`config.mk`:
```
export PLATFORM = sky130hd
export DESIGN_NAME = softmax_frame_decoder
export DESIGN_NICKNAME = d
export VERILOG_FILES = /design/src/rtl/softmax_frame_decoder.sv
export SDC_FILE = /design/constraint.sdc
export NUM_CORES = 1
export LEC_CHECK = 0
export CORE_ASPECT_RATIO = 0.6
export CORE_MARGIN = 2
export CORE_UTILIZATION = 35
export CTS_CLUSTER_DIAMETER = 50
export DETAILED_ROUTE_END_ITERATION = 8
export GPL_TIMING_DRIVEN = 0
export REMOVE_ABC_BUFFERS = 1
export SETUP_SLACK_MARGIN = 0.3
export SYNTH_ARGS = -nofsm -noshare
export SYNTH_HDL_FRONTEND = slang
export SYNTH_SLANG_ARGS = --single-unit
```
`constraint.sdc`:
```
create_clock -name clk -period 6.1 [get_ports clk]
set_input_delay 1.525 -clock clk [delete_from_list [all_inputs] [get_ports clk]]
set_output_delay 1.525 -clock clk [all_outputs]
set_load 0.02 [all_outputs]
```
`src/rtl/softmax_frame_decoder.sv`:
```
// softmax_frame_decoder: expands mini-float softmax results to Q1.8, emits
// them one per cycle, and builds a per-frame summary (argmax, max, saturating
// sum, element count, overflow) that is presented under a valid/ready handshake.
//
// Handshake semantics: a transfer happens on a rising edge where valid && ready
// are both high. A valid source holds its payload stable until the transfer,
// and ready never depends combinationally on valid.
module softmax_frame_decoder #(
   parameter int N_CLASSES = 8,
   parameter int IDX_W     = 3,
   parameter int ACC_W     = 12
) (
   input  logic             clk,
   input  logic             rst,
   input  logic             in_valid,
   output logic             in_ready,
   input  logic [2:0]       in_mant,
   input  logic [3:0]       in_exp,
   input  logic             in_last,
   output logic             fx_valid,
   output logic [8:0]       fx_out,
   output logic             frame_valid,
   input  logic             frame_ready,
   output logic [IDX_W-1:0] argmax_idx,
   output logic [8:0]       max_fx,
   output logic [ACC_W-1:0] sum_fx,
   output logic [3:0]       count,
   output logic             overflow,
   output logic             state_dbg
);

   typedef enum logic {
      ACCUM = 1'b0,
      HOLD  = 1'b1
   } state_t;

   localparam logic [4:0] N_CLS = 5'(N_CLASSES);

   state_t           state_q, state_d;
   logic             fx_valid_q, fx_valid_d;
   logic [8:0]       fx_out_q, fx_out_d;

   // running accumulators for the frame currently being received
   logic [3:0]       run_cnt_q, run_cnt_d;
   logic [8:0]       run_max_q, run_max_d;
   logic [IDX_W-1:0] run_arg_q, run_arg_d;
   logic [ACC_W-1:0] run_sum_q, run_sum_d;
   logic             run_ovf_q, run_ovf_d;

   // latched summary of the last completed frame; survives the handshake
   logic [3:0]       sum_cnt_q, sum_cnt_d;
   logic [8:0]       sum_max_q, sum_max_d;
   logic [IDX_W-1:0] sum_arg_q, sum_arg_d;
   logic [ACC_W-1:0] sum_sum_q, sum_sum_d;
   logic             sum_ovf_q, sum_ovf_d;

   logic [8:0]       base_val;
   logic [8:0]       elem_val;
   logic             accept;
   logic             idx_in_range;
   logic [ACC_W:0]   sum_ext;

   // mini-float to Q1.8: implicit leading one, exponent is a right shift,
   // exponent 4'hF is the reserved zero code
   assign base_val = {1'b1, in_mant, 5'b00000};
   assign elem_val = (in_exp == 4'hF) ? 9'd0 : (base_val >> in_exp);

   assign in_ready     = (state_q == ACCUM);
   assign accept       = in_valid && in_ready;
   assign idx_in_range = ({1'b0, run_cnt_q} < N_CLS);
   assign sum_ext      = {1'b0, run_sum_q} + (ACC_W+1)'(elem_val);

   // next-state, element expansion and accumulator update
   always_comb begin
      state_d    = state_q;
      fx_valid_d = 1'b0;
      fx_out_d   = fx_out_q;
      run_cnt_d  = run_cnt_q;
      run_max_d  = run_max_q;
      run_arg_d  = run_arg_q;
      run_sum_d  = run_sum_q;
      run_ovf_d  = run_ovf_q;
      sum_cnt_d  = sum_cnt_q;
      sum_max_d  = sum_max_q;
      sum_arg_d  = sum_arg_q;
      sum_sum_d  = sum_sum_q;
      sum_ovf_d  = sum_ovf_q;

      case (state_q)
         ACCUM: begin
            if (accept) begin
               fx_valid_d = 1'b1;
               fx_out_d   = elem_val;
               // strict compare keeps the earliest index on ties
               if (idx_in_range && ((run_cnt_q == 4'd0) || (elem_val > run_max_q))) begin
                  run_max_d = elem_val;
                  run_arg_d = IDX_W'(run_cnt_q);
               end
               if (sum_ext[ACC_W]) begin
                  run_sum_d = '1;
               end else begin
                  run_sum_d = sum_ext[ACC_W-1:0];
               end
               if (run_cnt_q != 4'hF) begin
                  run_cnt_d = run_cnt_q + 4'd1;
               end
               if (!idx_in_range) begin
                  run_ovf_d = 1'b1;
               end
               if (in_last) begin
                  state_d   = HOLD;
                  sum_cnt_d = run_cnt_d;
                  sum_max_d = run_max_d;
                  sum_arg_d = run_arg_d;
                  sum_sum_d = run_sum_d;
                  sum_ovf_d = run_ovf_d;
               end
            end
         end
         HOLD: begin
            if (frame_ready) begin
               state_d   = ACCUM;
               run_cnt_d = '0;
               run_max_d = '0;
               run_arg_d = '0;
               run_sum_d = '0;
               run_ovf_d = 1'b0;
            end
         end
         default: begin
            state_d = ACCUM;
         end
      endcase
   end

   // state and datapath registers; reset discards any partial frame
   always_ff @(posedge clk) begin
      if (rst) begin
         state_q    <= ACCUM;
         fx_valid_q <= 1'b0;
         fx_out_q   <= '0;
         run_cnt_q  <= '0;
         run_max_q  <= '0;
         run_arg_q  <= '0;
         run_sum_q  <= '0;
         run_ovf_q  <= 1'b0;
         sum_cnt_q  <= '0;
         sum_max_q  <= '0;
         sum_arg_q  <= '0;
         sum_sum_q  <= '0;
         sum_ovf_q  <= 1'b0;
      end else begin
         state_q    <= state_d;
         fx_valid_q <= fx_valid_d;
         fx_out_q   <= fx_out_d;
         run_cnt_q  <= run_cnt_d;
         run_max_q  <= run_max_d;
         run_arg_q  <= run_arg_d;
         run_sum_q  <= run_sum_d;
         run_ovf_q  <= run_ovf_d;
         sum_cnt_q  <= sum_cnt_d;
         sum_max_q  <= sum_max_d;
         sum_arg_q  <= sum_arg_d;
         sum_sum_q  <= sum_sum_d;
         sum_ovf_q  <= sum_ovf_d;
      end
   end

   assign fx_valid    = fx_valid_q;
   assign fx_out      = fx_out_q;
   assign frame_valid = (state_q == HOLD);
   assign argmax_idx  = sum_arg_q;
   assign max_fx      = sum_max_q;
   assign sum_fx      = sum_sum_q;
   assign count       = sum_cnt_q;
   assign overflow    = sum_ovf_q;
   assign state_dbg   = state_q;

endmodule

```
==> results of run 1 <==
report_power, final:
part	switching (uW)	internal, uW
sequential	14.6	474
combinational	117	84.5
clock	182	328
total	314	887
cell type report:
cell class | count | area share
Multi-Input combinational cell | 296 | 0.443
Sequential cell | 69 | 0.315
Timing Repair Buffer | 53 | 0.120
Clock buffer | 15 | 0.0679
Tap cell | 135 | 0.0385
Inverter | 18 | 0.0154
flip-flops by register name, summed over array words and instances (netlist names):
name / flops
fx_valid: 1
frame_valid: 1
overflow: 1
fx_out: 9
argmax_idx: 3
count: 4
sum_fx: 12
run_cnt_q: 4
max_fx: 9
run_max_q: 9
run_arg_q: 3
run_sum_q: 12
run_ovf_q: 1
per-stage QoR:
step / cell area, sq um / utilization / power [uW] / worst slack (ns)
floorplan: 3370 / - / 620 / 1.82
global placement: 4070 / 0.411 / 697 / 0.129
detailed placement: 4070 / 0.410 / 700 / 0.0581
CTS: 4370 / 0.440 / 1210 / 0.405
global route: 4380 / 0.442 / 1260 / 0.638
finish: 4380 / 0.442 / 1200 / 0.958
tightest hold or removal path, cell delays in order (launching register included):
cell and delay, ns:
dfxtp_1 0.30, nand2_1 0.05, a21oi_1 0.06
cell usage in the layout, fill, tap and decap left out, types with 2 or more instances in the layout:
cell type and n:
a2111oi_0 2, a211oi_1 20, a21oi_1 30, a22o_1 13, a22oi_1 2, a311oi_1 3
clkbuf_16 9, clkbuf_8 5, clkdlybuf4s50_1 52, dfxtp_1 69, ha_1 20, inv_1 18
mux2_2 2, mux2i_1 15, nand2_1 38, nand2b_1 6, nand3_1 6, nand3b_1 3
nand4_1 3, nor2_1 54, nor2b_1 2, nor3_1 9, nor4_2 2, o211ai_1 3
o21a_1 4, o21ai_0 25, o21ai_1 2, o2bb2ai_1 2, or3b_1 2, xnor2_1 5
xor2_1 2
per-layer routing:
metal | up-vias | GRT usage | part of all wire
met1 | 1419 | 0.245 | 0.53
met2 | 64 | 0.251 | 0.42
met4 | 0 | 0.0463 | 0.0015
met5 | - | 0 | 0
met3 | 2 | 0.0562 | 0.051
li1 | 1541 | - | -
worst max path at each step:
stage,from,to,slack (ns),depth (start not counted)
after floorplan,in_exp[0],run_arg_q[0]$_SDFFE_PP0P_,1.82,10
after global placement,in_exp[1],run_arg_q[1]$_SDFFE_PP0P_,0.13,9
after detailed placement,in_exp[0],run_arg_q[1]$_SDFFE_PP0P_,0.06,10
after CTS,in_exp[0],run_arg_q[1]$_SDFFE_PP0P_,0.40,10
after global routing,in_exp[0],run_arg_q[1]$_SDFFE_PP0P_,0.64,12
final,in_exp[0],run_arg_q[1]$_SDFFE_PP0P_,0.96,11
cells by family after synthesis:
logic type	count (synthesis)
simple gates	131
compound gates	120
flops	69
buf+inv	46
fa+ha+maj	21
mux	17
xor+xnor	7
timing repair:
action                                 4_1_cts  5_1_grt
gates resized for setup                      0        3
hold buffers                                 0        0
endpoints found under the hold margin        0        0
setup endpoints to repair                    0       12
==> summary.txt, run 1 <==
Run status
  • Status: completed

Clocking
  • Total CTS buffers: 9
  • Clock sink count: 69
  • H-Tree Depth: 3
  • CTS max path bufs: 2
  • CTS tree: done
  • Clk root buf: clkbuf_16
  • Worst-path clk slew: 0.05 ns
  • Post-CTS setup buffer count: 0
  • Clock Latency Late Sink: 0.33 ns

Place
  • Dpl hpwl: 6260 microns
  • Routability cong.: 0.789
  • Placed cell count: 571
  • Input/output buffers: 53

Logic synthesis
  • Synth Area in XOR/XNOR: 0.0171
  • Yosys Warn Count: 0
  • Main combinational cell family by area after synthesis: compound AO/OA/AOI/OAI gates
  • Count of distinct cell types in the synthesized netlist: 54
  • Commonest cells post-synth: 69 x dfxtp_1, 54 x nor2_1, 38 x nand2_1, 30 x a21oi_1, 25 x o21ai_0
  • Register area share after synthesis: 0.385
  • Synth top area share: 0.385
  • Cell taking the most area after synthesis: dfxtp_1
  • Count leader, synth: dfxtp_1
  • Synth area leaders: dfxtp_1 38%, ha_1 7.0%, nor2_1 5.6%, a211oi_1 4.2%, a21oi_1 4.2%
  • Synth Instances: 411
  • Number of flops mapped to enable cells by yosys: 0
  • Yosys reg bits: 69
  • Avg Cell Area, Syn: 8.73 sq um
  • Primary FF master, synth: dfxtp_1
  • Mux share of post-synthesis cell area: 0.0481
  • Complex-gate fraction of the synthesized area: 0.232
  • Simple-gate area share of the yosys netlist: 0.163
  • FFs w/ async S/R, synth: 0
  • Cell Area, Synth: 0.00359 sq mm
  • Synth Area in Adders: 0.0753

STA
  • Crit share post-route: 0.843
  • Endpoints failing hold: 0
  • Max-slew violation count: 0
  • RSZ-0062 raised after global routing: no
  • Max Clk Rate: 194 MHz
  • Worst Clk Skew: 0.00738 ns
  • Worst-Margin Slew: 1.19 ns
  • Worst hold slack: 0.456 ns
  • Setup-failing EPs final: 0
  • Fin crit period: 5.14 ns
  • Setup TNS: 0 ns
  • Rel. slew slack: 0.203

Layout
  • Multi-input logic area: 0.00194 sq mm
  • Layout cells sized above 1: 0.0621
  • Fill cell count: 993
  • Storage cell area: 0.00138 sq mm
  • Antenna cells: 0
  • Nets: 480
  • Area grow syn2layout: 22.1%
  • Finished Layout Cells: 586

GRT
  • Initial antenna violation count: 0
  • Tot GR Track Use: 0.173
  • Largest net degree at the start of global routing: 51
  • Grt ovf: 0
  • First-pass GRT wire length: 14,600 microns
  • Number of global-route vias before repair: 2,847

Floorplan
  • Starting utilization of the core area: 0.362
  • Chip width: 135 microns
  • I/O pin count: 54
  • Num rows: 28
  • Core area: 0.00991 sq mm
  • Die area: 0.0111 sq mm
  • Die span in y: 82.4 microns

Run
  • Max-cap violations: 0

Hold path
  • Worst min-delay path endpoint: fx_out[5]$_SDFFE_PP0P_
  • Class of the worst hold path: reg -> reg
  • Hold_sp: fx_out[5]$_SDFFE_PP0P_
  • Hold depth: 2

Drt
  • DR DRC count: 0
  • Vias: 3,026
  • Drt wl/cell: 15.0 microns
  • Vias/cell: 5.16
  • Post-Route WL: 8820 microns
  • First-pass detailed-route iteration total: 4
  • ANT nets after route: 0
  • DRT iter0 DRCs: 160

Critical path
  • Reg2reg start: frame_valid$_SDFF_PP0_
  • Startpoint Class: input pin
  • Bufs and invs on worst path: 1
  • Worst reg-to-reg path cell count: 4
  • Critical Path RT: 6.38 ns
  • CP top delay family: simple AND/OR/NAND/NOR gates
  • Slowest stage delay, CP: 0.75 ns
  • Critical-path cell list: clkdlybuf4s50_1 -> mux2_2 -> o21ai_0 -> nor3_1 -> ha_1 -> a211oi_2 -> nor2_1 -> o21ai_0 -> o31a_2 -> nor2_1 -> a22o_1
  • WS Path Type: in -> reg
  • Maximum fanout along the worst path: 14
  • FF-to-FF End: run_arg_q[1]$_SDFFE_PP0P_
  • Slowest-stage cell, CP: clkdlybuf4s50_1
  • Crit end category: register
  • Arrival time of the worst setup path: 5.42 ns
  • Worst reg-to-reg setup slack: 2.99 ns

Power
  • Pwr dens: 274 mW/mm^2
  • P_leak: 0.00160 uW
  • Peak supply drop: 0.135 mV
No activity file was read; power rests on OpenSTA's default activity.
==> run 2, diff against run 1 <==
==> constraint.sdc (replaced) <==
create_clock -name clk -period 4.5 [get_ports clk]
set_input_delay 1.125 -clock clk [delete_from_list [all_inputs] [get_ports clk]]
set_output_delay 1.125 -clock clk [all_outputs]
set_load 0.02 [all_outputs]
==> run 2 against run 1 <==
Net effect:
- critical path depth grew 2
- clock power rose by 35%
- combinational power up 38%
- non-clock buffer count is 3 higher
- sequential power increased by 36%
- critical path type unchanged
- largest power group unchanged
==> summary.txt, run 2 (same netlist as run 1, synthesis figures left out) <==
Run status
  • Status: completed

Clocking
  • Clk root buf: clkbuf_16
  • H-Tree Depth: 3 (unchanged)
  • Hold Buf Count CTS: 0 (unchanged)
  • CTS max path bufs: 2 (unchanged)
  • Clock sink count: 69 (unchanged)
  • CTS tree: done
  • Total CTS buffers: 9 (unchanged)
  • Clock Latency Late Sink: 0.33 ns (about the same)
  • Worst-path clk slew: 0.05 ns (about the same)

GRT
  • First-pass GRT wire length: 14,800 microns (+1.5%)
  • Number of global-route vias before repair: 2,869 (+0.77%)
  • Largest net degree at the start of global routing: 51 (unchanged)
  • Tot GR Track Use: 0.175 (+0.00235)
  • Initial antenna violation count: 0 (unchanged)
  • Grt ovf: 0 (unchanged)

Drt
  • Post-Route WL: 9010 microns (+2.1%)
  • ANT nets after route: 0 (unchanged)
  • First-pass detailed-route iteration total: 4 (unchanged)
  • Vias/cell: 5.12 (-0.87%)
  • Drt wl/cell: 15.3 microns (+1.6%)
  • DRT iter0 DRCs: 169 (+5.6%)
  • DR DRC count: 0 (unchanged)
  • Vias: 3,015 (-0.36%)

Critical path
  • Startpoint Class: input pin
  • Critical Path RT: 4.73 ns (-1.65 ns)
  • Bufs and invs on worst path: 2 (+1)
  • WS Path Type: in -> reg
  • Maximum fanout along the worst path: 5 (-9)
  • CP top delay family: compound AO/OA/AOI/OAI gates
  • Crit end category: register
  • Critical-path cell list: clkdlybuf4s50_1 -> mux2i_1 -> o21ai_0 -> o21ai_2 -> inv_1 -> ha_1 -> fa_1 -> a21oi_1 -> o21ai_1 -> a21oi_2 -> nor3_4 -> or3b_1 -> o21a_1
  • Slowest stage delay, CP: 0.48 ns (-0.27 ns)
  • Arrival time of the worst setup path: 4.25 ns (-1.17 ns)
  • Slowest-stage cell, CP: clkdlybuf4s50_1

Run
  • Max-cap violations: 0 (unchanged)

Floorplan
  • Core area: 0.00991 sq mm (unchanged)
  • Starting utilization of the core area: 0.362 (unchanged)
  • Die area: 0.0111 sq mm (unchanged)
  • Chip width: 135 microns (unchanged)
  • I/O pin count: 54 (unchanged)
  • Die span in y: 82.4 microns (unchanged)
  • Num rows: 28 (unchanged)

STA
  • RSZ-0062 raised after global routing: yes
  • Worst-Margin Slew: 1.18 ns (-0.0130 ns)
  • Fin crit period: 4.02 ns
  • Endpoints failing hold: 0 (unchanged)
  • Max Clk Rate: 249 MHz
  • Worst Slack Setup Final: 0.476 ns (-0.481 ns)
  • Worst Clk Skew: 0.00616 ns (-0.00122 ns)
  • Crit share post-route: 0.894
  • Max-slew violation count: 0 (unchanged)
  • Worst hold slack: 0.456 ns (-0.0000210 ns)
  • Rel. slew slack: 0.212 (+0.00866)
  • Setup-failing EPs final: 0 (unchanged)

Place
  • Input/output buffers: 53 (unchanged)
  • Dpl hpwl: 6260 microns (unchanged)
  • Setup Slack @ Placement: -1.14 ns (-1.20 ns)
  • Routability cong.: 0.789 (unchanged)

Layout
  • Nets: 483 (+0.63%)
  • Leading cell type in the layout, fill and taps excluded: dfxtp_1
  • Antenna cells: 0 (unchanged)
  • Util after Layout: 0.448 (+0.00543)
  • Commonest cells after routing, fill and taps aside: 69 x dfxtp_1, 52 x nor2_1, 48 x clkdlybuf4s50_1
  • Area grow syn2layout: 23.6%
  • Layout cells sized above 1: 0.0881 (+0.0260)

Power
  • Pwr dens: 368 mW/mm^2 (+34%)
  • Peak supply drop: 0.184 mV (+36%)
  • P_leak: 0.00164 uW (+2.6%)
  • Total power: 1630 uW (+36%)

Hold path
  • Class of the worst hold path: reg -> reg
-- run 2: final timing paths --
| check | start | endpoint | slack, ns | cells past startpoint |
|---|---|---|---|---|
| worst min register to register | fx_out[5]$_SDFFE_PP0P_ | fx_out[5]$_SDFFE_PP0P_ | 0.46 | 2 |
| worst max register to register | frame_valid$_SDFF_PP0_ | run_arg_q[1]$_SDFFE_PP0P_ | 1.56 | 5 |
| worst min-delay path | fx_out[5]$_SDFFE_PP0P_ | fx_out[5]$_SDFFE_PP0P_ | 0.46 | 2 |
| worst max-delay path | in_mant[2] | sum_fx[7]$_SDFFE_PP0P_ | 0.48 | 13 |
-- run 2: timing repair --
item                       CTS  global route
buffers inserted             0             3
hold endpoints to repair     0             0
setup endpoints to repair   46            35
gates resized for setup     17             4
cloned                       0             0
pin swaps                    1             2
-- run 2: metal layers --
layer,vias to the layer above,global-route usage,share of wire
met2,66,0.256,0.41
met3,7,0.0556,0.055
li1,1545,-,-
met5,-,0,0
met1,1397,0.247,0.52
met4,0,0.0463,0.0074
-- run 2: metrics by stage --
stage | instance area [sq um] | setup TNS (ns) | instances
floorplan | 3370 | 0 | 383
global placement | 4070 | -27.19 | 571
detailed placement | 4070 | -29.63 | 571
CTS | 4410 | 0 | 586
global route | 4440 | 0 | 589
finish | 4440 | 0 | 589
-- run 2: layout make-up --
class	count	area (sq um)
Clock buffer	15	298
Timing Repair Buffer	56	544
Multi-Input combinational cell	296	1980
Tap cell	135	169
Sequential cell	69	1380
Fill cell	990	5480
Inverter	18	67.6
-- run 2: power breakdown --
| part | switching [uW] | total (uW) | internal, uW | leakage, uW |
|---|---|---|---|---|
| clock | 246 | 691 | 445 | 0.000148 |
| sequential | 19.9 | 663 | 643 | 0.000563 |
| combinational | 161 | 278 | 117 | 0.000933 |
-- run 2: worst min-delay path, stage by stage, from the launching register on --
cell and delay [ns]:
dfxtp_1 0.30, nand2_1 0.05, a21oi_1 0.06
